<file path="src/rtl/pacman_game_state_pkg.sv">
// Shared types and default tuning constants for the Pac-Man round/life controller.
package pacman_game_state_pkg;

  typedef enum logic [2:0] {IDLE, READY, PLAY, DYING, GAME_OVER} game_state_t;

  localparam int DEF_LIVES_INIT    = 3;
  localparam int DEF_HIT_DIST      = 6;
  localparam int DEF_READY_FRAMES  = 60;
  localparam int DEF_FREEZE_FRAMES = 120;

  function automatic int max2(input int a, input int b);
    return (a > b) ? a : b;
  endfunction

endpackage

</file>
<file path="src/rtl/pacman_game_state_sprite_collide.sv">
// Registered proximity test between two sprites: hit_q is high one cycle after
// both axis distances fall below HIT_DIST.
module sprite_collide #(
  parameter int HIT_DIST = 6
) (
  input  logic       vga_pix_clk,
  input  logic       rst,
  input  logic [8:0] x_a,
  input  logic [8:0] y_a,
  input  logic [8:0] x_b,
  input  logic [8:0] y_b,
  output logic       hit_q
);

  logic signed [9:0] dx;
  logic signed [9:0] dy;
  logic [9:0]        adx;
  logic [9:0]        ady;
  logic              near;

  // 10-bit signed differences cover +/-511, so the absolute value never wraps.
  always_comb begin
    dx   = $signed({1'b0, x_a}) - $signed({1'b0, x_b});
    dy   = $signed({1'b0, y_a}) - $signed({1'b0, y_b});
    adx  = dx[9] ? $unsigned(-dx) : $unsigned(dx);
    ady  = dy[9] ? $unsigned(-dy) : $unsigned(dy);
    near = (adx < 10'(HIT_DIST)) && (ady < 10'(HIT_DIST));
  end

  always_ff @(posedge vga_pix_clk) begin
    if (rst) hit_q <= 1'b0;
    else     hit_q <= near;
  end

endmodule

</file>
<file path="src/rtl/pacman_game_state.sv">
// Round/life controller: catch detection, ready countdown, death freeze and game over.
// Outputs are registered from the next state so they are valid on the first cycle of a state.
module pacman_game_state
  import pacman_game_state_pkg::*;
#(
  parameter int LIVES_INIT    = DEF_LIVES_INIT,
  parameter int HIT_DIST      = DEF_HIT_DIST,
  parameter int READY_FRAMES  = DEF_READY_FRAMES,
  parameter int FREEZE_FRAMES = DEF_FREEZE_FRAMES
) (
  input  logic       vga_pix_clk,
  input  logic       rst,
  input  logic       frame_stb,
  input  logic       start_btn,
  input  logic [8:0] x_pac,
  input  logic [8:0] y_pac,
  input  logic [8:0] x_blue,
  input  logic [8:0] y_blue,
  output logic       round_rst,
  output logic       freeze,
  output logic       hit_pulse,
  output logic [2:0] lives,
  output logic       game_over,
  output logic [2:0] state
);

  localparam int CNT_W = $clog2(max2(max2(READY_FRAMES, FREEZE_FRAMES), 2));
  localparam logic [CNT_W-1:0] READY_LAST  = CNT_W'(READY_FRAMES - 1);
  localparam logic [CNT_W-1:0] FREEZE_LAST = CNT_W'(FREEZE_FRAMES - 1);

  game_state_t      state_q, state_n;
  logic [CNT_W-1:0] cnt_q, cnt_n;
  logic [2:0]       lives_q, lives_n;
  logic             hit_n;
  logic             hit_q;

  sprite_collide #(.HIT_DIST(HIT_DIST)) u_collide (
    .vga_pix_clk (vga_pix_clk),
    .rst         (rst),
    .x_a         (x_pac),
    .y_a         (y_pac),
    .x_b         (x_blue),
    .y_b         (y_blue),
    .hit_q       (hit_q)
  );

  always_comb begin
    state_n = state_q;
    cnt_n   = cnt_q;
    lives_n = lives_q;
    hit_n   = 1'b0;
    case (state_q)
      IDLE, GAME_OVER: begin
        if (start_btn) begin
          state_n = READY;
          lives_n = 3'(LIVES_INIT);
        end
      end
      READY: begin
        if (frame_stb) begin
          if (cnt_q == READY_LAST) state_n = PLAY;
          else                     cnt_n   = cnt_q + 1'b1;
        end
      end
      PLAY: begin
        // Catches are sampled once per frame; DYING then blocks re-detection.
        if (frame_stb && hit_q) begin
          state_n = DYING;
          hit_n   = 1'b1;
          lives_n = lives_q - 3'd1;
        end
      end
      DYING: begin
        if (frame_stb) begin
          if (cnt_q == FREEZE_LAST) state_n = (lives_q == 3'd0) ? GAME_OVER : READY;
          else                      cnt_n   = cnt_q + 1'b1;
        end
      end
      default: state_n = IDLE;
    endcase
    if (state_n != state_q) cnt_n = '0;
  end

  always_ff @(posedge vga_pix_clk) begin
    if (rst) begin
      state_q   <= IDLE;
      cnt_q     <= '0;
      lives_q   <= 3'(LIVES_INIT);
      hit_pulse <= 1'b0;
      round_rst <= 1'b1;
      freeze    <= 1'b0;
      game_over <= 1'b0;
    end else begin
      state_q   <= state_n;
      cnt_q     <= cnt_n;
      lives_q   <= lives_n;
      hit_pulse <= hit_n;
      round_rst <= (state_n == IDLE) || (state_n == READY) || (state_n == GAME_OVER);
      freeze    <= (state_n == DYING);
      game_over <= (state_n == GAME_OVER);
    end
  end

  assign lives = lives_q;
  assign state = state_q;

endmodule

</file>
<file path="config.mk">
export PLATFORM = sky130hd
export DESIGN_NAME = pacman_game_state
export DESIGN_NICKNAME = d
export VERILOG_FILES = /design/src/rtl/pacman_game_state_pkg.sv /design/src/rtl/pacman_game_state_sprite_collide.sv /design/src/rtl/pacman_game_state.sv
export SDC_FILE = /design/constraint.sdc
export NUM_CORES = 1
export LEC_CHECK = 0
export BUFFER_PORTS_ARGS = -buffer_cell sky130_fd_sc_hd__clkbuf_2
export CAP_MARGIN = 20
export CORE_ASPECT_RATIO = 0.9
export CORE_MARGIN = 2
export CORE_UTILIZATION = 50
export DETAILED_ROUTE_END_ITERATION = 12
export HOLD_SLACK_MARGIN = 0.02
export PLACE_DENSITY = 0.81
export SLEW_MARGIN = 20
export SYNTH_ARGS = -nofsm -noshare
export SYNTH_HDL_FRONTEND = slang
export SYNTH_SLANG_ARGS = --single-unit
export TNS_END_PERCENT = 10
</file>
<file path="constraint.sdc">
create_clock -name vga_pix_clk -period 3.4 [get_ports vga_pix_clk]
set_clock_uncertainty 0.15 [all_clocks]
set_input_delay 0.51 -clock vga_pix_clk [delete_from_list [all_inputs] [get_ports vga_pix_clk]]
set_output_delay 0.51 -clock vga_pix_clk [all_outputs]
set_load 0.02 [all_outputs]
</file>
**Yosys cells after proc, flatten, opt, wreduce, memory -nomap -nowiden**

Cells that the tools add are included.

- Bits in registers: 18
- Bits of input ports: 40
- Output and inout port bits: 10
- Word-level logic and storage cells: 66

- Add/subtract/negate cells: 6
- $lt $le $gt $ge: 2
- Equal/unequal tests: 16
- Mux-type cells: 19
- Bitwise gates (word level): 1
- Reduce and logical (&&, ||, !) cells: 14

Operators by type and width:

| operator | count |
|---|---|
| 7-bit 2-to-1 mux | 4 |
| 3-bit 2-to-1 mux | 9 |
| 10-bit by 3-bit less-than comparator with 1-bit output (second input constant) | 2 |
| 10-bit 2-to-1 mux | 2 |
| 10-bit negator | 2 |
| 9-bit by 9-bit subtractor with 10-bit output | 2 |
| 7-bit one-hot mux with 2 select lines | 1 |
| 2-bit != test (second input constant) | 6 |
| 3-bit one-hot mux with 4 select lines | 1 |
| 3-bit by 2-bit equality test with 1-bit output (second input constant) | 3 |
| 3-bit zero test | 3 |
| 7-bit by 1-bit adder with 7-bit output (second input constant) | 1 |
| 7-bit by 6-bit equality test with 1-bit output (second input constant) | 1 |
| 7-bit equality test (second input constant) | 1 |
| 3-bit by 1-bit equality test with 1-bit output (second input constant) | 2 |
| 3-bit equality test (second input constant) | 2 |
| 3-bit one-hot mux with 2 select lines | 1 |
| 2-bit OR reduction | 3 |
| 5-bit AND reduction | 1 |
| 2-bit nonzero test | 2 |
| 3-bit != test | 1 |
| 3-bit AND reduction | 1 |
| 3-bit by 1-bit subtractor with 3-bit output (second input constant) | 1 |
| 1-bit logical AND | 2 |
| 3 further kinds | 4 |

**Longest topological paths before layout**

- Depth after elaboration: 8
- Gate-level depth with buffers: 13
- Depth with buffers taken out: 13

**By module**

From an unflattened synthesis, not the netlist that was laid out.

- Cell total of the unflattened synthesis: 284
- Area, all modules: 2,208.4 µm²

Modules (own cells, without submodules):

| module | times used | cells each | area an instance (µm²) |
|---|---|---|---|
| sprite_collide | 1 | 183 | 1,296.2 |
| pacman_game_state | 1 | 101 | 912.1 |

**Worst setup path before layout**

OpenSTA, ideal clock, no wires.

- Path kind: input-to-reg
- Start: input y_pac[0]
- End: register u_collide.hit_q
- Data arrival time: 2.651 ns
- Path slack: 0.511 ns
- Stages: 12
- Buffers on the path: 0
- Cells stage by stage: inv_1 > ha_1 > inv_1 > fa_1 > a21o_1 > a21oi_1 > xnor2_1 > nor4_2 > a41oi_1 > xnor2_2 > o211ai_1 > nor4_2

- Longest elaborated chain between the ends: 5

RTL lines:

| what | line | RTL |
|---|---|---|
| from (decl) | pacman_game_state.sv:16 | `input logic [8:0] y_pac,` |
| 9-bit by 9-bit subtractor with 10-bit output * | pacman_game_state_sprite_collide.sv:24 | `dy = $signed({1'b0, y_a}) - $signed({1'b0, y_b});` |
| 10-bit negator | pacman_game_state_sprite_collide.sv:26 | `ady = dy[9] ? $unsigned(-dy) : $unsigned(dy);` |
| 10-bit 2-to-1 mux * | pacman_game_state_sprite_collide.sv:26 |  |
| 10-bit by 3-bit less-than comparator with 1-bit output * | pacman_game_state_sprite_collide.sv:27 | `near = (adx < 10'(HIT_DIST)) && (ady < 10'(HIT_DIST));` |
| 1-bit logical AND * | pacman_game_state_sprite_collide.sv:27 |  |
| to (signal assigned) | pacman_game_state_sprite_collide.sv:32 | `else hit_q <= near;` |
| to (decl) | pacman_game_state_sprite_collide.sv:12 | `output logic hit_q` |

Every way passes the cells marked *; elsewhere a longest branch is shown, timed or not.
A chain may end at the register's enable or synchronous reset.

**Worst setup path after layout**

Same ends and word-level chain as after synthesis.

==> run_results.csv <==
group,metric,value,unit
route,drc,0,
sta,period_needed,2870,ps
critical_path,crit_slowest_cell,"fa_1",
synthesis,synth_cells,287,
power,p_leak,0.00118,µW
route,dr.pass1.iters,4,
cts,clock_latency,250,ps
grt,antenna_found_initial,0,
power,powerDensity,293,nW/µm²
synthesis,synth_area_per_cell,7.43,µm²
critical_path,crit_family,"compound AO/OA/AOI/OAI gates",
critical_path,path_class,"in -> reg",
min_path,min_to,"lives[1]",
critical_path,worstRegToRegCells,8,
synthesis,synth_top_cell_area_share,16.9,%
cells_and_area,layout_common_cells,"clkbuf_2, inv_1, nor2_1, ha_1, nand2_1",
cells_and_area,layout-drive-gt1-share,20.8,%
die,dieArea,4800,µm²
placement,io_buffers,49,
route,viasPerCell,5.58,
die,fp.dieH,66.0,µm
flow_run,drv_cap,0,
grt,grt_pass1_vias,1810,
synthesis,synth_edf_count,0,
synthesis,synth-seq-cells,18,
critical_path,r2r_slack,1040,ps
critical_path,rr_startpoint,"cnt_q[0]",
sta,relSlewSlack,52.3,%
synthesis,synth_fp_nets,352,
sta,slew_violations,0,
sta,worst_pin_slew,714,ps
grt,grt_usage,18.5,%
route,drtIter0Drc,121,
cells_and_area,layout.nets,398,
cts,cts_tree,"done",
critical_path,end_kind,"register",
cts,ctsResizeCount,0,
cells_and_area,diodes,0,
critical_path,crit_path_max_incr_delay,390,ps
critical_path,cp.arrival,2890,ps
route,drtAntennaViolNets,0,
synthesis,netlist_area,2130,µm²
power,vdd_drop_max,0.000117,V
cells_and_area,final_common_cell,"clkbuf_2",
cts,ctsHoldBuffers,0,
sta,setup_viol,0,
sta,hold_viol_final,0,
cells_and_area,stdcell_area,2450,µm²
critical_path,r2r_end,"cnt_q[5]",
cts,cts_root_buf,"clkbuf_8",
synthesis,synthTopCellsByArea,"dfxtp_1, ha_1, inv_1, nor2_1, xnor2_1",
synthesis,synth_top_area_cell,"dfxtp_1",
cts,cts_sinks,18,
grt,grt_pass1_wl,7.38,mm
critical_path,crit_chain,"clkbuf_2 > inv_1 > ha_1 > inv_1 > fa_1 > a21o_1 > a21oi_1 > xnor2_1 > nor4_2 > a41oi_1 > xnor2_2 > o211ai_1 > nor4_2",
cts,cts.clk_slew.worst_paths,70,ps
synthesis,ys.flop_type,"dfxtp_1",
min_path,hold_class,"reg -> reg",
placement,dp_hpwl,3.60,mm
sta,finalSetupTns,0,ps
critical_path,required,3420,ps
placement,dpl_cell_area,2410,µm²
synthesis,seq_area_frac_synth,16.9,%
grt,grt_max_degree,11,
placement,gp_congestion,0.900,
die,start_util,52.3,%
min_path,hold_start,"lives[1]",
synthesis,synth_cell_types,56,
sta,max_freq,348,MHz
min_path,holdPathStages,2,
synthesis,ys_warn_count,0,
outcome,status,"completed",
grt,grt_overflow,0,
route,routedWlPerCell,11.3,µm
die,num_io_pins,50,
cts,cts_setup_buffers,0,
cells_and_area,syn2layout_area_growth,14.8,%
synthesis,async_flop_share,0,%
die,row_count,22,
critical_path,critPathBufInv,3,
cts,cts_buffers,3,
cts,clk_path_buf_depth,2,
route,vias,2115,
sta,finalCritPeriodShare,84.5,%
route,wl,4.27,mm
cts,h-tree-depth,1,
critical_path,crit_fanout,4,
die,die_w,72.8,µm
sta,rsz0062_at_grt,"no",
critical_path,setup.worst_path.start_class,"primary input",
die,core_area,4070,µm²
-- how the worst max path moves through the flow --
stage | cells past startpoint | endpoint | slack [ps] | from
after CTS | 13 | u_collide.hit_q | 510 | y_pac[0]
final | 13 | u_collide.hit_q | 530 | y_pac[0]
after global placement | 13 | u_collide.hit_q | 330 | y_pac[0]
after global routing | 13 | u_collide.hit_q | 240 | y_pac[0]
after detailed placement | 13 | u_collide.hit_q | 240 | y_pac[0]
after floorplan | 12 | u_collide.hit_q | 510 | y_pac[0]
-- metal layers --
| metal | vias to the layer above | part of all wire [%] | global-route usage, % |
|---|---|---|---|
| met3 | 3 | 5.6 | 2.59 |
| met4 | 0 | 0.40 | 3.70 |
| met5 | - | 0 | 0 |
| met1 | 938 | 49 | 25.6 |
| met2 | 56 | 45 | 30.5 |
| li1 | 1118 | - | - |
-- flip-flops by register name, indices dropped and copies added (netlist names) --
signal	cells
cnt_q	7
freeze	1
game_over	1
hit_pulse	1
lives	3
round_rst	1
state	3
u_collide.hit_q	1
-- where the power goes --
| part | switching [µW] | internal, µW |
|---|---|---|
| clock | 67.8 | 78.8 |
| combinational | 198 | 158 |
| sequential | 3.07 | 212 |
| total | 268 | 449 |
-- Yosys cell counts (3+ instances only) --
| master | count |
|---|---|
| xor2_1 | 9 |
| xnor2_1 | 13 |
| clkbuf_1 | 6 |
| o211ai_1 | 6 |
| nand3_1 | 8 |
| nand2b_1 | 6 |
| nor4_1 | 4 |
| dfxtp_1 | 18 |
| o21ai_0 | 11 |
| nor2_1 | 31 |
| mux2i_1 | 3 |
| a21oi_1 | 17 |
| ha_1 | 23 |
| nor3_1 | 7 |
| a21o_2 | 3 |
| a31oi_1 | 3 |
| and3_1 | 7 |
| nand4_1 | 6 |
| nand2_1 | 21 |
| nor3b_1 | 3 |
| a21o_1 | 3 |
| inv_1 | 33 |
-- cell type report --
class	count	area, µm²
fillers	395	1630
multi-input cells	228	1620
flip-flops and latches	18	360
repair buffers	49	245
inverters	33	124
well taps	48	60.1
clock buffers	3	41.3
-- per-stage QoR --
stage                     utilization, %  hold WS [ps]  cells  total power (µW)  worst slack (ps)
after floorplan                        -           338    287               497               511
after global placement              59.1           361    376               566               329
after detailed placement            59.1           379    376               573               244
after CTS                           60.1           398    379               720               506
after global routing                60.1           435    379               776               242
final                               60.1           391    379               718               527
-- cell families after synthesis --
family | Yosys count | synth area share, %
AND/OR/NAND/NOR | 107 | 25.8
AO/OA/AOI/OAI | 68 | 22.4
buffers and inverters | 41 | 7.28
adder cells (fa/ha/maj) | 25 | 15.4
XOR/XNOR | 23 | 9.80
flip-flops | 18 | 16.9
multiplexers | 5 | 2.46
-- tightest hold or removal path, stage by stage, from the launching register on --
cell,delay [ps]
dfxtp_1,350
o21ai_0,100
nand2_1,60
No activity file was read; power rests on OpenSTA's default activity.
